File: config.mk
export PLATFORM = sky130hd
export DESIGN_NAME = z80_bus_responder
export DESIGN_NICKNAME = d
export VERILOG_FILES = /design/src/rtl/z80_bus_pkg.sv /design/src/rtl/z80_wait_counter.sv /design/src/rtl/z80_bus_responder.sv
export SDC_FILE = /design/constraint.sdc
export NUM_CORES = 1
export LEC_CHECK = 0
export ABC_AREA = 0
export CORE_AREA = 2 2 92 94
export CTS_CLUSTER_DIAMETER = 30
export DETAILED_ROUTE_END_ITERATION = 10
export DIE_AREA = 0 0 94 96
export PLACE_DENSITY = 0.85
export SYNTH_ARGS = -nofsm -noshare
export SYNTH_HDL_FRONTEND = slang
export SYNTH_SLANG_ARGS = --single-unit
File: constraint.sdc
create_clock -name clk -period 2.6 [get_ports clk]
set_input_delay 0.39 -clock clk [delete_from_list [all_inputs] [get_ports clk]]
set_output_delay 0.39 -clock clk [all_outputs]
set_load 0.005 [all_outputs]
File: src/rtl/z80_bus_pkg.sv
// Shared types and constants for the Z80 bus responder: FSM states, decoded
// bus-cycle kinds and the default interrupt vector / I/O base address.
package z80_bus_pkg;

  localparam int unsigned WAIT_W = 3;

  localparam logic [7:0] DEFAULT_IRQ_VECTOR = 8'hFF;
  localparam logic [7:0] DEFAULT_IO_BASE    = 8'h10;

  typedef enum logic [2:0] {
    S_IDLE,
    S_MEM_RD,
    S_MEM_WR,
    S_IO_RD,
    S_IO_WR,
    S_INTACK,
    S_WAITCNT,
    S_DONE
  } state_t;

  typedef enum logic [2:0] {
    CYC_NONE,
    CYC_MEM_RD,
    CYC_MEM_WR,
    CYC_IO_RD,
    CYC_IO_WR,
    CYC_INTACK
  } cyc_t;

  // Access state that services a given decoded cycle.
  function automatic state_t cyc_state(input cyc_t c);
    state_t s;
    case (c)
      CYC_MEM_RD: s = S_MEM_RD;
      CYC_MEM_WR: s = S_MEM_WR;
      CYC_IO_RD:  s = S_IO_RD;
      CYC_IO_WR:  s = S_IO_WR;
      CYC_INTACK: s = S_INTACK;
      default:    s = S_IDLE;
    endcase
    return s;
  endfunction

endpackage

File: src/rtl/z80_wait_counter.sv
// Loadable 3-bit down-counter for wait-state insertion. o_zero also reports a
// count that reaches zero on this clock, so wait_n releases in that same clock.
module z80_wait_counter
  import z80_bus_pkg::*;
(
  input  logic              clk,
  input  logic              reset,
  input  logic              i_load,
  input  logic [WAIT_W-1:0] i_load_val,
  input  logic              i_count,
  output logic              o_zero
);

  logic [WAIT_W-1:0] r_cnt;

  always_ff @(posedge clk or posedge reset) begin
    if (reset) begin
      r_cnt <= '0;
    end else if (i_load) begin
      r_cnt <= i_load_val;
    end else if (i_count && (r_cnt != '0)) begin
      r_cnt <= r_cnt - WAIT_W'(1);
    end
  end

  assign o_zero = (r_cnt == '0) || (i_count && (r_cnt == WAIT_W'(1)));

endmodule

File: src/rtl/z80_bus_responder.sv
// Z80 bus-cycle responder: decodes CPU strobes, bridges memory cycles to a
// synchronous RAM, serves four I/O registers and the interrupt acknowledge.
module z80_bus_responder
  import z80_bus_pkg::*;
#(
  parameter int unsigned MEM_WAIT   = 0,
  parameter int unsigned IO_WAIT    = 1,
  parameter logic [7:0]  IRQ_VECTOR = DEFAULT_IRQ_VECTOR,
  parameter logic [7:0]  IO_BASE    = DEFAULT_IO_BASE
) (
  input  logic        clk,
  input  logic        reset,
  input  logic [15:0] A,
  input  logic [7:0]  dout,
  input  logic        m1_n,
  input  logic        mreq_n,
  input  logic        iorq_n,
  input  logic        rd_n,
  input  logic        wr_n,
  input  logic        rfsh_n,
  output logic [7:0]  di,
  output logic        wait_n,
  output logic        int_n,
  input  logic        irq,
  output logic        mem_req,
  output logic        mem_we,
  output logic [15:0] mem_addr,
  output logic [7:0]  mem_wdata,
  input  logic [7:0]  mem_rdata,
  output logic [31:0] io_regs
);

  localparam logic [WAIT_W-1:0] MEM_WAIT_V = WAIT_W'(MEM_WAIT);
  localparam logic [WAIT_W-1:0] IO_WAIT_V  = WAIT_W'(IO_WAIT);

  state_t            r_state, w_state_next;
  cyc_t              r_cyc, w_cyc;
  logic              r_armed;
  logic [WAIT_W-1:0] w_wait_val;
  logic              w_wait_load, w_wait_zero;

  logic [7:0]        r_di, w_di_d;
  logic              r_mem_req, w_mem_req_d;
  logic              r_mem_we, w_mem_we_d;
  logic [15:0]       r_mem_addr, w_mem_addr_d;
  logic [7:0]        r_mem_wdata, w_mem_wdata_d;
  logic [3:0][7:0]   r_io_regs, w_io_regs_d;
  logic              r_rd_pend;
  logic              r_irq_pend, r_irq_block;
  logic              w_io_hit;

  // Strobe decode in priority order; suppressed until the bus has gone idle after reset.
  always_comb begin
    w_cyc = CYC_NONE;
    if (r_armed) begin
      if (!m1_n && !iorq_n)                 w_cyc = CYC_INTACK;
      else if (!mreq_n && !rd_n && rfsh_n)  w_cyc = CYC_MEM_RD;
      else if (!mreq_n && !wr_n && rfsh_n)  w_cyc = CYC_MEM_WR;
      else if (!iorq_n && m1_n && !rd_n)    w_cyc = CYC_IO_RD;
      else if (!iorq_n && m1_n && !wr_n)    w_cyc = CYC_IO_WR;
    end
  end

  // MEM_WAIT stretches memory writes as well as reads.
  always_comb begin
    w_wait_val = '0;
    case (w_cyc)
      CYC_MEM_RD, CYC_MEM_WR: w_wait_val = MEM_WAIT_V;
      CYC_IO_RD, CYC_IO_WR:   w_wait_val = IO_WAIT_V;
      default:                w_wait_val = '0;
    endcase
  end

  assign w_wait_load = (r_state == S_IDLE) && (w_cyc != CYC_NONE) && (w_wait_val != '0);

  z80_wait_counter u_wait (
    .clk       (clk),
    .reset     (reset),
    .i_load    (w_wait_load),
    .i_load_val(w_wait_val),
    .i_count   (r_state == S_WAITCNT),
    .o_zero    (w_wait_zero)
  );

  always_ff @(posedge clk or posedge reset) begin
    if (reset) r_state <= S_IDLE;
    else       r_state <= w_state_next;
  end

  always_comb begin
    w_state_next = r_state;
    case (r_state)
      S_IDLE: begin
        if (w_wait_load)            w_state_next = S_WAITCNT;
        else if (w_cyc != CYC_NONE) w_state_next = cyc_state(w_cyc);
      end
      S_WAITCNT: if (w_wait_zero) w_state_next = cyc_state(r_cyc);
      S_MEM_RD, S_MEM_WR, S_IO_RD, S_IO_WR, S_INTACK: w_state_next = S_DONE;
      S_DONE:    if (mreq_n && iorq_n) w_state_next = S_IDLE;
      default:   w_state_next = S_IDLE;
    endcase
  end

  assign w_io_hit = (A[7:2] == IO_BASE[7:2]);

  // Next values of the registered outputs, keyed on the state being entered.
  always_comb begin
    w_mem_req_d   = (w_state_next == S_MEM_RD);
    w_mem_we_d    = (w_state_next == S_MEM_WR);
    w_mem_addr_d  = r_mem_addr;
    w_mem_wdata_d = r_mem_wdata;
    w_di_d        = r_di;
    w_io_regs_d   = r_io_regs;
    if (w_mem_req_d || w_mem_we_d) w_mem_addr_d = A;
    if (w_mem_we_d) w_mem_wdata_d = dout;
    if (r_rd_pend) w_di_d = mem_rdata;
    if (w_state_next == S_IO_RD) w_di_d = w_io_hit ? r_io_regs[A[1:0]] : 8'hFF;
    if (w_state_next == S_INTACK) w_di_d = IRQ_VECTOR;
    if ((w_state_next == S_IO_WR) && w_io_hit) w_io_regs_d[A[1:0]] = dout;
  end

  always_ff @(posedge clk or posedge reset) begin
    if (reset) begin
      r_di        <= 8'hFF;
      r_mem_req   <= 1'b0;
      r_mem_we    <= 1'b0;
      r_mem_addr  <= '0;
      r_mem_wdata <= '0;
      r_io_regs   <= '0;
      r_rd_pend   <= 1'b0;
      r_cyc       <= CYC_NONE;
      r_armed     <= 1'b0;
      r_irq_pend  <= 1'b0;
      r_irq_block <= 1'b0;
    end else begin
      r_di        <= w_di_d;
      r_mem_req   <= w_mem_req_d;
      r_mem_we    <= w_mem_we_d;
      r_mem_addr  <= w_mem_addr_d;
      r_mem_wdata <= w_mem_wdata_d;
      r_io_regs   <= w_io_regs_d;
      r_rd_pend   <= r_mem_req;
      r_armed     <= r_armed | (mreq_n & iorq_n);
      if ((r_state == S_IDLE) && (w_cyc != CYC_NONE)) r_cyc <= w_cyc;
      // Acknowledge clears the request; re-arming waits until the acknowledge cycle ends.
      if (w_state_next == S_INTACK) begin
        r_irq_pend  <= 1'b0;
        r_irq_block <= 1'b1;
      end else begin
        if (irq && !r_irq_block) r_irq_pend <= 1'b1;
        if ((r_state == S_DONE) && (w_state_next == S_IDLE)) r_irq_block <= 1'b0;
      end
    end
  end

  assign di        = r_di;
  assign mem_req   = r_mem_req;
  assign mem_we    = r_mem_we;
  assign mem_addr  = r_mem_addr;
  assign mem_wdata = r_mem_wdata;
  assign io_regs   = r_io_regs;
  assign int_n     = ~r_irq_pend;
  assign wait_n    = ~(w_wait_load | ((r_state == S_WAITCNT) & ~w_wait_zero));

endmodule

==> results.sh, run 1 <==
export IMPL_die_x_um=94
export IMPL_io_buffers=108
export IMPL_fin_crit_sh=0.957
export IMPL_synth_top_area_frac=0.479
export IMPL_p_int_uw=3340
export IMPL_dp_hpwl_um=6760
export IMPL_path_max_fanout=9
export IMPL_grt_setup_unrepaired="no"
export IMPL_die_y_um=96
export IMPL_grt_pass1_wl_um=14700
export IMPL_fin_area_um2=5410
export IMPL_clock_latency_ps=350
export IMPL_grt_pass1_vias=2845
export IMPL_ys_types=53
export IMPL_ys_seq_area_frac=0.536
export IMPL_synth_ff_type="dfrtp_1"
export IMPL_crit_path_end_kind="flop"
export IMPL_antennaDiodeCount=0
export IMPL_synth_nets=311
export IMPL_dp_slack_ps=-333
export IMPL_cpPeakStageDelay_ps=710
export IMPL_fin_util=0.671
export IMPL_place_gp_congestion=0.924
export IMPL_drt_iter0_markers=117
export IMPL_cts_tree="done"
export IMPL_required_ps=2830
export IMPL_place_area_um2=5080
export IMPL_start_util=0.461
export IMPL_wl_um=9300
export IMPL_power_switching_uw=1400
export IMPL_netlist_top_cells_count="71 x dfrtp_1, 30 x mux2_2, 16 x mux2_1"
export IMPL_drc=0
export IMPL_status="complete, no violations"
export IMPL_hold_viol=0
export IMPL_antenna_found_initial=0
export IMPL_drtPass1Iterations=4
export IMPL_cts_path_max_buffers=2
export IMPL_core_area_um2=8050
export IMPL_slowest_stage="clkdlybuf4s50_1"
export IMPL_wl_per_cell_um=18.2
export IMPL_worstMarginPinSlew_ps=421
export IMPL_hp_class="reg2reg"
export IMPL_yosysWarnings=0
export IMPL_clockRootBuffer="clkbuf_8"
export IMPL_num_vias=2772
export IMPL_powerDensity_nw_per_um2=877
export IMPL_synth_area_leader_cell="dfrtp_1"
export IMPL_num_nets_final=446
export IMPL_setup_slack_ps=111
export IMPL_start_kind="primary input"
export IMPL_slew_violations=0
export IMPL_grt_max_degree=80
export IMPL_cp_arrival_ps=2720
export IMPL_yosys_top_cells_area="dfrtp_1 48%, mux2_2 9.1%, dfstp_2 5.7%"
export IMPL_comb_power_share=0.380
export IMPL_ir_drop_mv=0.582
export IMPL_finClkSkew_ps=8.33
export IMPL_area_delta_synth_final_pct=45.7
export IMPL_sequentialPowerShare=0.387
export IMPL_grt_usage=0.215
export IMPL_max_cap_violations=0
export IMPL_clk_pin_slew_ps=80
export IMPL_sw_frac_of_total=0.295
export IMPL_async_flop_share=1.00
export IMPL_clkPwrFrac=0.233
export IMPL_leakagePower_uw=0.00241
export IMPL_cts_hold_buf=0
export IMPL_total_power_uw=4740
export IMPL_avgSynthCellArea_um2=13.9
export IMPL_relSlewSlack=0.719
export IMPL_crit_buf_inv=2
export IMPL_drive_gt1_frac=0.295
export IMPL_synth_edf_count=0
export IMPL_max_freq_mhz=402
export IMPL_clock_sinks=79
export IMPL_ioPinCount=109
export IMPL_overflow=0
export IMPL_synth_cells=267
export IMPL_yosysMostFrequentCell="dfrtp_1"
export IMPL_num_rows=33
export IMPL_h_tree_depth=3
export IMPL_final_min_clock_period_ps=2490
export IMPL_avgViaCountPerCell=5.41
export IMPL_crit_family="buffers and inverters"
export IMPL_path_cells="clkdlybuf4s50_1, nor2_2, a21bo_2, o221a_2, nor2_4, and3_1, buf_12, mux2_1"
export IMPL_synth_seq_cells=79
export IMPL_crit_type="in2reg"
export IMPL_ant_nets=0
export IMPL_numCtsBuffers=9
export IMPL_dieArea_um2=9020
export IMPL_netlist_area_um2=3710
export IMPL_setup_viol=0
==> routing by layer <==
metal  part of all wire  vias up  track usage  wire length [um]
li1                   -     1257            -                 -
met1               0.41     1414        0.267              3820
met2               0.52       83        0.365              4820
met3              0.046       18       0.0446               430
met4              0.024        0       0.0954               226
met5                  0        -            0                 0
==> path summary, 6_finish.rpt <==
kind | cells after the start | end | slack, ps | startpoint
setup / recovery | 8 | mem_wdata[7] | 110 | iorq_n
hold / removal | 0 | r_rd_pend | 400 | mem_req
max in group asynchronous | 3 | di[0] | 1780 | reset
setup reg to reg | 9 | mem_addr[1] | 130 | u_wait.r_cnt[0]
hold reg to reg | 0 | r_rd_pend | 400 | mem_req
min in group asynchronous | 3 | mem_addr[10] | 440 | reset
==> per-stage QoR <==
step                TNS (ps)  std cells  hold slack [ps]
floorplan                  0        267              376
global placement       -6680        494              364
detailed placement    -12220        494              384
CTS                        0        512              402
global route               0        512              415
finish                     0        512              403
==> layout by cell type, fill, tap and decap left out, drive strengths merged, types with 5 or more instances in the layout <==
master,instances
a21oi,8
a2bb2oi,8
buf,27
clkbuf,9
clkdlybuf4s50,107
dfrtp,71
dfstp,8
inv,11
mux2,56
mux2i,8
mux4,8
nand2,12
nand2b,6
nand3,5
nor2,10
nor3,5
o21ai,7
==> worst register-to-register path: stages (launching register included) <==
cell       delay, ps
dfrtp_1          420
inv_1            100
ha_1             250
o21bai_4         120
a2111o_1         370
o2bb2ai_2        170
a21boi_1         170
o21ai_4          210
buf_4            240
mux2_4           320
==> repair_timing <==
action / CTS / global route
setup endpoints to repair: 33 / 19
resized for setup: 7 / 6
setup buffers: 2 / 0
pin swaps: 1 / 0
==> final cells by class <==
type	count	area (um2)
Clock buffer	9	124
Clock inverter	7	120
Fill cell	609	2650
Inverter	10	37.5
Multi-Input combinational cell	167	1660
Sequential cell	79	1990
Tap cell	105	131
Timing Repair Buffer	135	1350
==> power groups by stage <==
stage          combinational, uW  sequential (uW)  clock [uW]
2_1_floorplan                875             1820           0
3_3_place_gp                1690             1820           0
3_5_place_dp                1760             1840           0
4_1_cts                     1810             1840        1120
5_1_grt                     1950             1870        1170
6_report                    1800             1830        1100
==> state kept, by name, summed over array words and instances (netlist names) <==
register      count
di                8
r_state           3
r_cyc             3
r_irq_block       1
mem_wdata         8
r_armed           1
r_irq_pend        1
mem_req           1
mem_we            1
u_wait.r_cnt      3
r_rd_pend         1
io_regs          32
mem_addr         16
==> cells by family after synthesis <==
| kind of cell | count (synthesis) | synth area share |
|---|---|---|
| mux | 72 | 0.250 |
| flops | 79 | 0.536 |
| xor+xnor | 1 | 0.00236 |
| fa+ha+maj | 3 | 0.0101 |
| simple gates | 52 | 0.0840 |
| compound gates | 39 | 0.0863 |
| buf+inv | 21 | 0.0314 |
No activity file was read; power rests on OpenSTA's default activity.
==> run 2: changes to the inputs <==
==> constraint.sdc (replaced) <==
create_clock -name clk -period 2.6 [get_ports clk]
set_input_delay 0.26 -clock clk [delete_from_list [all_inputs] [get_ports clk]]
set_output_delay 0.26 -clock clk [all_outputs]
set_load 0.005 [all_outputs]
==> results.sh, run 2 (synthesis gave the netlist of run 1 again) <==
export IMPL_status="complete, no violations"
export IMPL_r2r_setup_slack_ps=120
export IMPL_ant_nets=0
export IMPL_clk_pin_slew_ps=80
export IMPL_timing_rr_end="io_regs[6]"
export IMPL_ioPinCount=109
export IMPL_p_int_uw=3060
export IMPL_core_area_um2=8050
export IMPL_antennaDiodeCount=0
export IMPL_wl_per_cell_um=18.1
export IMPL_fin_crit_sh=0.971
export IMPL_clock_sinks=79
export IMPL_grt_pass1_vias=2903
export IMPL_total_power_uw=4460
export IMPL_drt_iter0_markers=184
export IMPL_hp_class="in2async"
export IMPL_grt_usage=0.216
export IMPL_cts_hold_buf=0
export IMPL_comb_power_share=0.405
export IMPL_num_rows=33
export IMPL_cts_tree="done"
export IMPL_worstMarginPinSlew_ps=581
export IMPL_slowest_stage="dfrtp_1"
export IMPL_dp_slack_ps=-165
export IMPL_area_delta_synth_final_pct=42.9
export IMPL_start_kind="flop"
export IMPL_largest_register_ffs=32
export IMPL_place_gp_congestion=0.899
export IMPL_final_min_clock_period_ps=2530
export IMPL_cp_arrival_ps=2270
export IMPL_grt_pass1_wl_um=14700
export IMPL_setup_slack_ps=74.2
export IMPL_setup_viol=0
export IMPL_io_buffers=108
export IMPL_finClkSkew_ps=7.88
export IMPL_h_tree_depth=3
export IMPL_holdWs_ps=296
export IMPL_final_common_cell="clkdlybuf4s50_1"
export IMPL_drive_gt1_frac=0.286
export IMPL_cts_path_max_buffers=2
export IMPL_avgViaCountPerCell=5.40
export IMPL_max_freq_mhz=396
export IMPL_hold_viol=0
export IMPL_start_util=0.461
export IMPL_die_y_um=96
export IMPL_drc=0
export IMPL_ir_drop_mv=0.563
export IMPL_most_common_layout_cells="108 x clkdlybuf4s50_1, 71 x dfrtp_1, 30 x mux2_2"
export IMPL_crit_type="reg2out"
export IMPL_die_x_um=94
export IMPL_overflow=0
export IMPL_cpPeakStageDelay_ps=440
export IMPL_antenna_found_initial=0
export IMPL_path_max_fanout=9
export IMPL_crit_buf_inv=1
export IMPL_leakagePower_uw=0.00234
export IMPL_grt_max_degree=54
export IMPL_dp_hpwl_um=6800
export IMPL_crit_path_end_kind="primary output"
export IMPL_slew_violations=0
export IMPL_fin_area_um2=5300
export IMPL_max_cap_violations=0
export IMPL_clkPwrFrac=0.186
export IMPL_dieArea_um2=9020
export IMPL_sw_frac_of_total=0.315
export IMPL_r2r_start="u_wait.r_cnt[0]"
export IMPL_wl_um=9270
export IMPL_drtPass1Iterations=4
export IMPL_place_area_um2=5070
export IMPL_powerDensity_nw_per_um2=842
export IMPL_numCtsBuffers=9
export IMPL_clockRootBuffer="clkbuf_8"
export IMPL_sequentialPowerShare=0.410
export IMPL_num_nets_final=445
export IMPL_relSlewSlack=0.612
export IMPL_clock_latency_ps=350
export IMPL_crit_family="simple AND/OR/NAND/NOR gates"
export IMPL_power_switching_uw=1410
export IMPL_reg2regPathDepth=9
export IMPL_required_ps=2340
export IMPL_path_cells="nor3_2, and2_4, and4_2, a21oi_1, clkdlybuf4s50_1"
export IMPL_num_vias=2758
==> run 2: how the worst max path moves through the flow <==
stage | end | startpoint | cells after the start | slack (ps)
after global routing | io_regs[6] | u_wait.r_cnt[0] | 9 | -50
after floorplan | io_regs[0] | u_wait.r_cnt[0] | 9 | 320
after global placement | mem_addr[13] | iorq_n | 7 | -60
final | wait_n | r_state[0] | 5 | 70
after detailed placement | mem_addr[12] | iorq_n | 6 | -170
after CTS | wait_n | r_state[0] | 5 | 0.09
==> run 2: repair_timing <==
item / 4_1_cts / 5_1_grt
buffers inserted: 1 / 0
pin swaps: 1 / 1
endpoints found under the setup margin: 17 / 25
gates resized for setup: 1 / 6
==> run 2: worst register-to-register path, cell delays in order, from the launching register on <==
cell,delay [ps]
dfrtp_1,420
inv_1,110
ha_2,230
o21bai_4,100
a21oi_2,180
o22ai_2,190
a2111oi_4,380
and4b_1,240
buf_4,190
mux2_1,350
==> run 2: per-stage QoR <==
step | TNS (ps) | util | cells
CTS | 0 | 0.655 | 511
global route | -256 | 0.658 | 511
floorplan | 0 | - | 267
detailed placement | -3610 | 0.630 | 494
global placement | -577 | 0.630 | 494
finish | 0 | 0.658 | 511
==> run 2: per-layer routing <==
| layer | track usage | share of wire | up-vias | wire [um] |
|---|---|---|---|---|
| li1 | - | - | 1246 | - |
| met1 | 0.269 | 0.41 | 1403 | 3820 |
| met2 | 0.363 | 0.51 | 90 | 4710 |
| met3 | 0.0392 | 0.046 | 19 | 427 |
| met4 | 0.112 | 0.034 | 0 | 313 |
| met5 | 0 | 0 | - | 0 |
==> run 2: power groups by stage <==
stage / logic [uW] / clock network [uW] / registers [uW]
finish: 1810 / 828 / 1830
global route: 1970 / 891 / 1870
CTS: 1780 / 845 / 1830
detailed placement: 1750 / 0 / 1840
global placement: 1690 / 0 / 1830
floorplan: 875 / 0 / 1820
==> run 2: cell type report <==
cell class | instances | area, um2
Clock buffer | 9 | 124
Clock inverter | 7 | 58.8
Fill cell | 598 | 2750
Inverter | 10 | 37.5
Multi-Input combinational cell | 167 | 1640
Sequential cell | 79 | 1990
Tap cell | 105 | 131
Timing Repair Buffer | 134 | 1330
==> run 3: changes to the inputs <==
- PLACE_DENSITY: 0.85 -> 0.79
==> results.sh, run 3 (synthesis gave the netlist of run 1 again) <==
export IMPL_place_gp_congestion=0.902
export IMPL_worstMarginPinSlew_ps=628
export IMPL_io_buffers=108
export IMPL_drive_gt1_frac=0.273
export IMPL_power_switching_uw=1360
export IMPL_path_max_fanout=9
export IMPL_r2r_setup_slack_ps=110
export IMPL_antenna_found_initial=0
export IMPL_clk_pin_slew_ps=80
export IMPL_grt_pass1_vias=2809
export IMPL_crit_path_end_kind="primary output"
export IMPL_leakagePower_uw=0.00234
export IMPL_drc=0
export IMPL_final_common_cell="clkdlybuf4s50_1"
export IMPL_wl_per_cell_um=17.8
export IMPL_drtPass1Iterations=4
export IMPL_cp_arrival_ps=2250
export IMPL_status="complete, no violations"
export IMPL_cts_tree="done"
export IMPL_total_power_uw=4500
export IMPL_die_y_um=96
export IMPL_start_util=0.461
export IMPL_dieArea_um2=9020
export IMPL_avgViaCountPerCell=5.33
export IMPL_p_int_uw=3140
export IMPL_hold_viol=0
export IMPL_core_area_um2=8050
export IMPL_num_nets_final=442
export IMPL_area_delta_synth_final_pct=42.8
export IMPL_reg2regPathDepth=9
export IMPL_comb_power_share=0.396
export IMPL_clockRootBuffer="clkbuf_8"
export IMPL_overflow=0
export IMPL_antennaDiodeCount=0
export IMPL_max_freq_mhz=399
export IMPL_clock_latency_ps=360
export IMPL_holdWs_ps=252
export IMPL_wl_um=9060
export IMPL_crit_type="reg2out"
export IMPL_clock_sinks=79
export IMPL_sw_frac_of_total=0.302
export IMPL_place_area_um2=5060
export IMPL_most_common_layout_cells="108 x clkdlybuf4s50_1, 71 x dfrtp_1, 30 x mux2_2"
export IMPL_final_min_clock_period_ps=2510
export IMPL_fin_crit_sh=0.964
export IMPL_cts_hold_buf=0
export IMPL_ioPinCount=109
export IMPL_largest_register_ffs=32
export IMPL_required_ps=2340
export IMPL_grt_pass1_wl_um=14100
export IMPL_num_vias=2706
export IMPL_powerDensity_nw_per_um2=850
export IMPL_clkPwrFrac=0.200
export IMPL_drt_iter0_markers=112
export IMPL_dp_hpwl_um=6560
export IMPL_slew_violations=0
export IMPL_sequentialPowerShare=0.403
export IMPL_die_x_um=94
export IMPL_ant_nets=0
export IMPL_num_rows=33
export IMPL_cts_path_max_buffers=2
export IMPL_finClkSkew_ps=9.66
export IMPL_ir_drop_mv=0.480
export IMPL_hp_class="in2async"
export IMPL_fin_area_um2=5300
export IMPL_setup_viol=0
export IMPL_h_tree_depth=3
export IMPL_grt_max_degree=50
export IMPL_start_kind="flop"
export IMPL_max_cap_violations=0
export IMPL_numCtsBuffers=9
export IMPL_relSlewSlack=0.581
export IMPL_grt_usage=0.209
run 3: worst paths after layout:
kind | from | end
max | r_state[0] | wait_n
min | reset | mem_addr[2]
max reg2reg | u_wait.r_cnt[0] | io_regs[1]
min reg2reg | mem_req | r_rd_pend
max in group asynchronous | reset | di[5]
min in group clk | mem_req | r_rd_pend
run 3: power groups by stage:
stage,Sequential (uW),Combinational [uW],Clock (uW)
2_1_floorplan,1820,875,0
3_3_place_gp,1820,1700,0
3_5_place_dp,1830,1750,0
6_report,1820,1780,903
4_1_cts,1820,1780,918
5_1_grt,1860,1940,961
run 3: final cells by class:
| type | count | area, um2 |
|---|---|---|
| flip-flops and latches | 79 | 1990 |
| clock inverters | 5 | 60.1 |
| inverters | 10 | 38.8 |
| repair buffers | 131 | 1320 |
| well taps | 105 | 131 |
| multi-input cells | 167 | 1630 |
| fillers | 602 | 2760 |
| clock buffers | 11 | 131 |
run 3: what timing repair did:
action,4_1_cts,5_1_grt
pin swaps,1,1
gates resized for setup,2,4
setup buffers,1,0
endpoints found under the setup margin,7,13
run 3: stage by stage:
stage | setup WS (ps) | std cells | utilization | setup TNS, ps
2_1_floorplan | 316 | 267 | - | 0
3_3_place_gp | -92.7 | 491 | 0.628 | -1040
3_5_place_dp | -119 | 491 | 0.628 | -1890
4_1_cts | 64.0 | 508 | 0.655 | 0
5_1_grt | -14.4 | 508 | 0.658 | -26.5
6_report | 94.2 | 508 | 0.658 | 0
run 3: worst max-delay path, cell delays in order (launching register included):
cell and delay [ps]:
dfrtp_1 450, nor3_2 320, and2_4 260, and4_2 340
a21oi_1 70, clkdlybuf4s50_1 440
run 3: per-layer routing:
metal,routed length (um),vias to the layer above,track usage
met5,0,-,0
met3,497,11,0.0509
li1,-,1252,-
met2,4440,86,0.346
met1,3970,1357,0.270
met4,152,0,0.0773
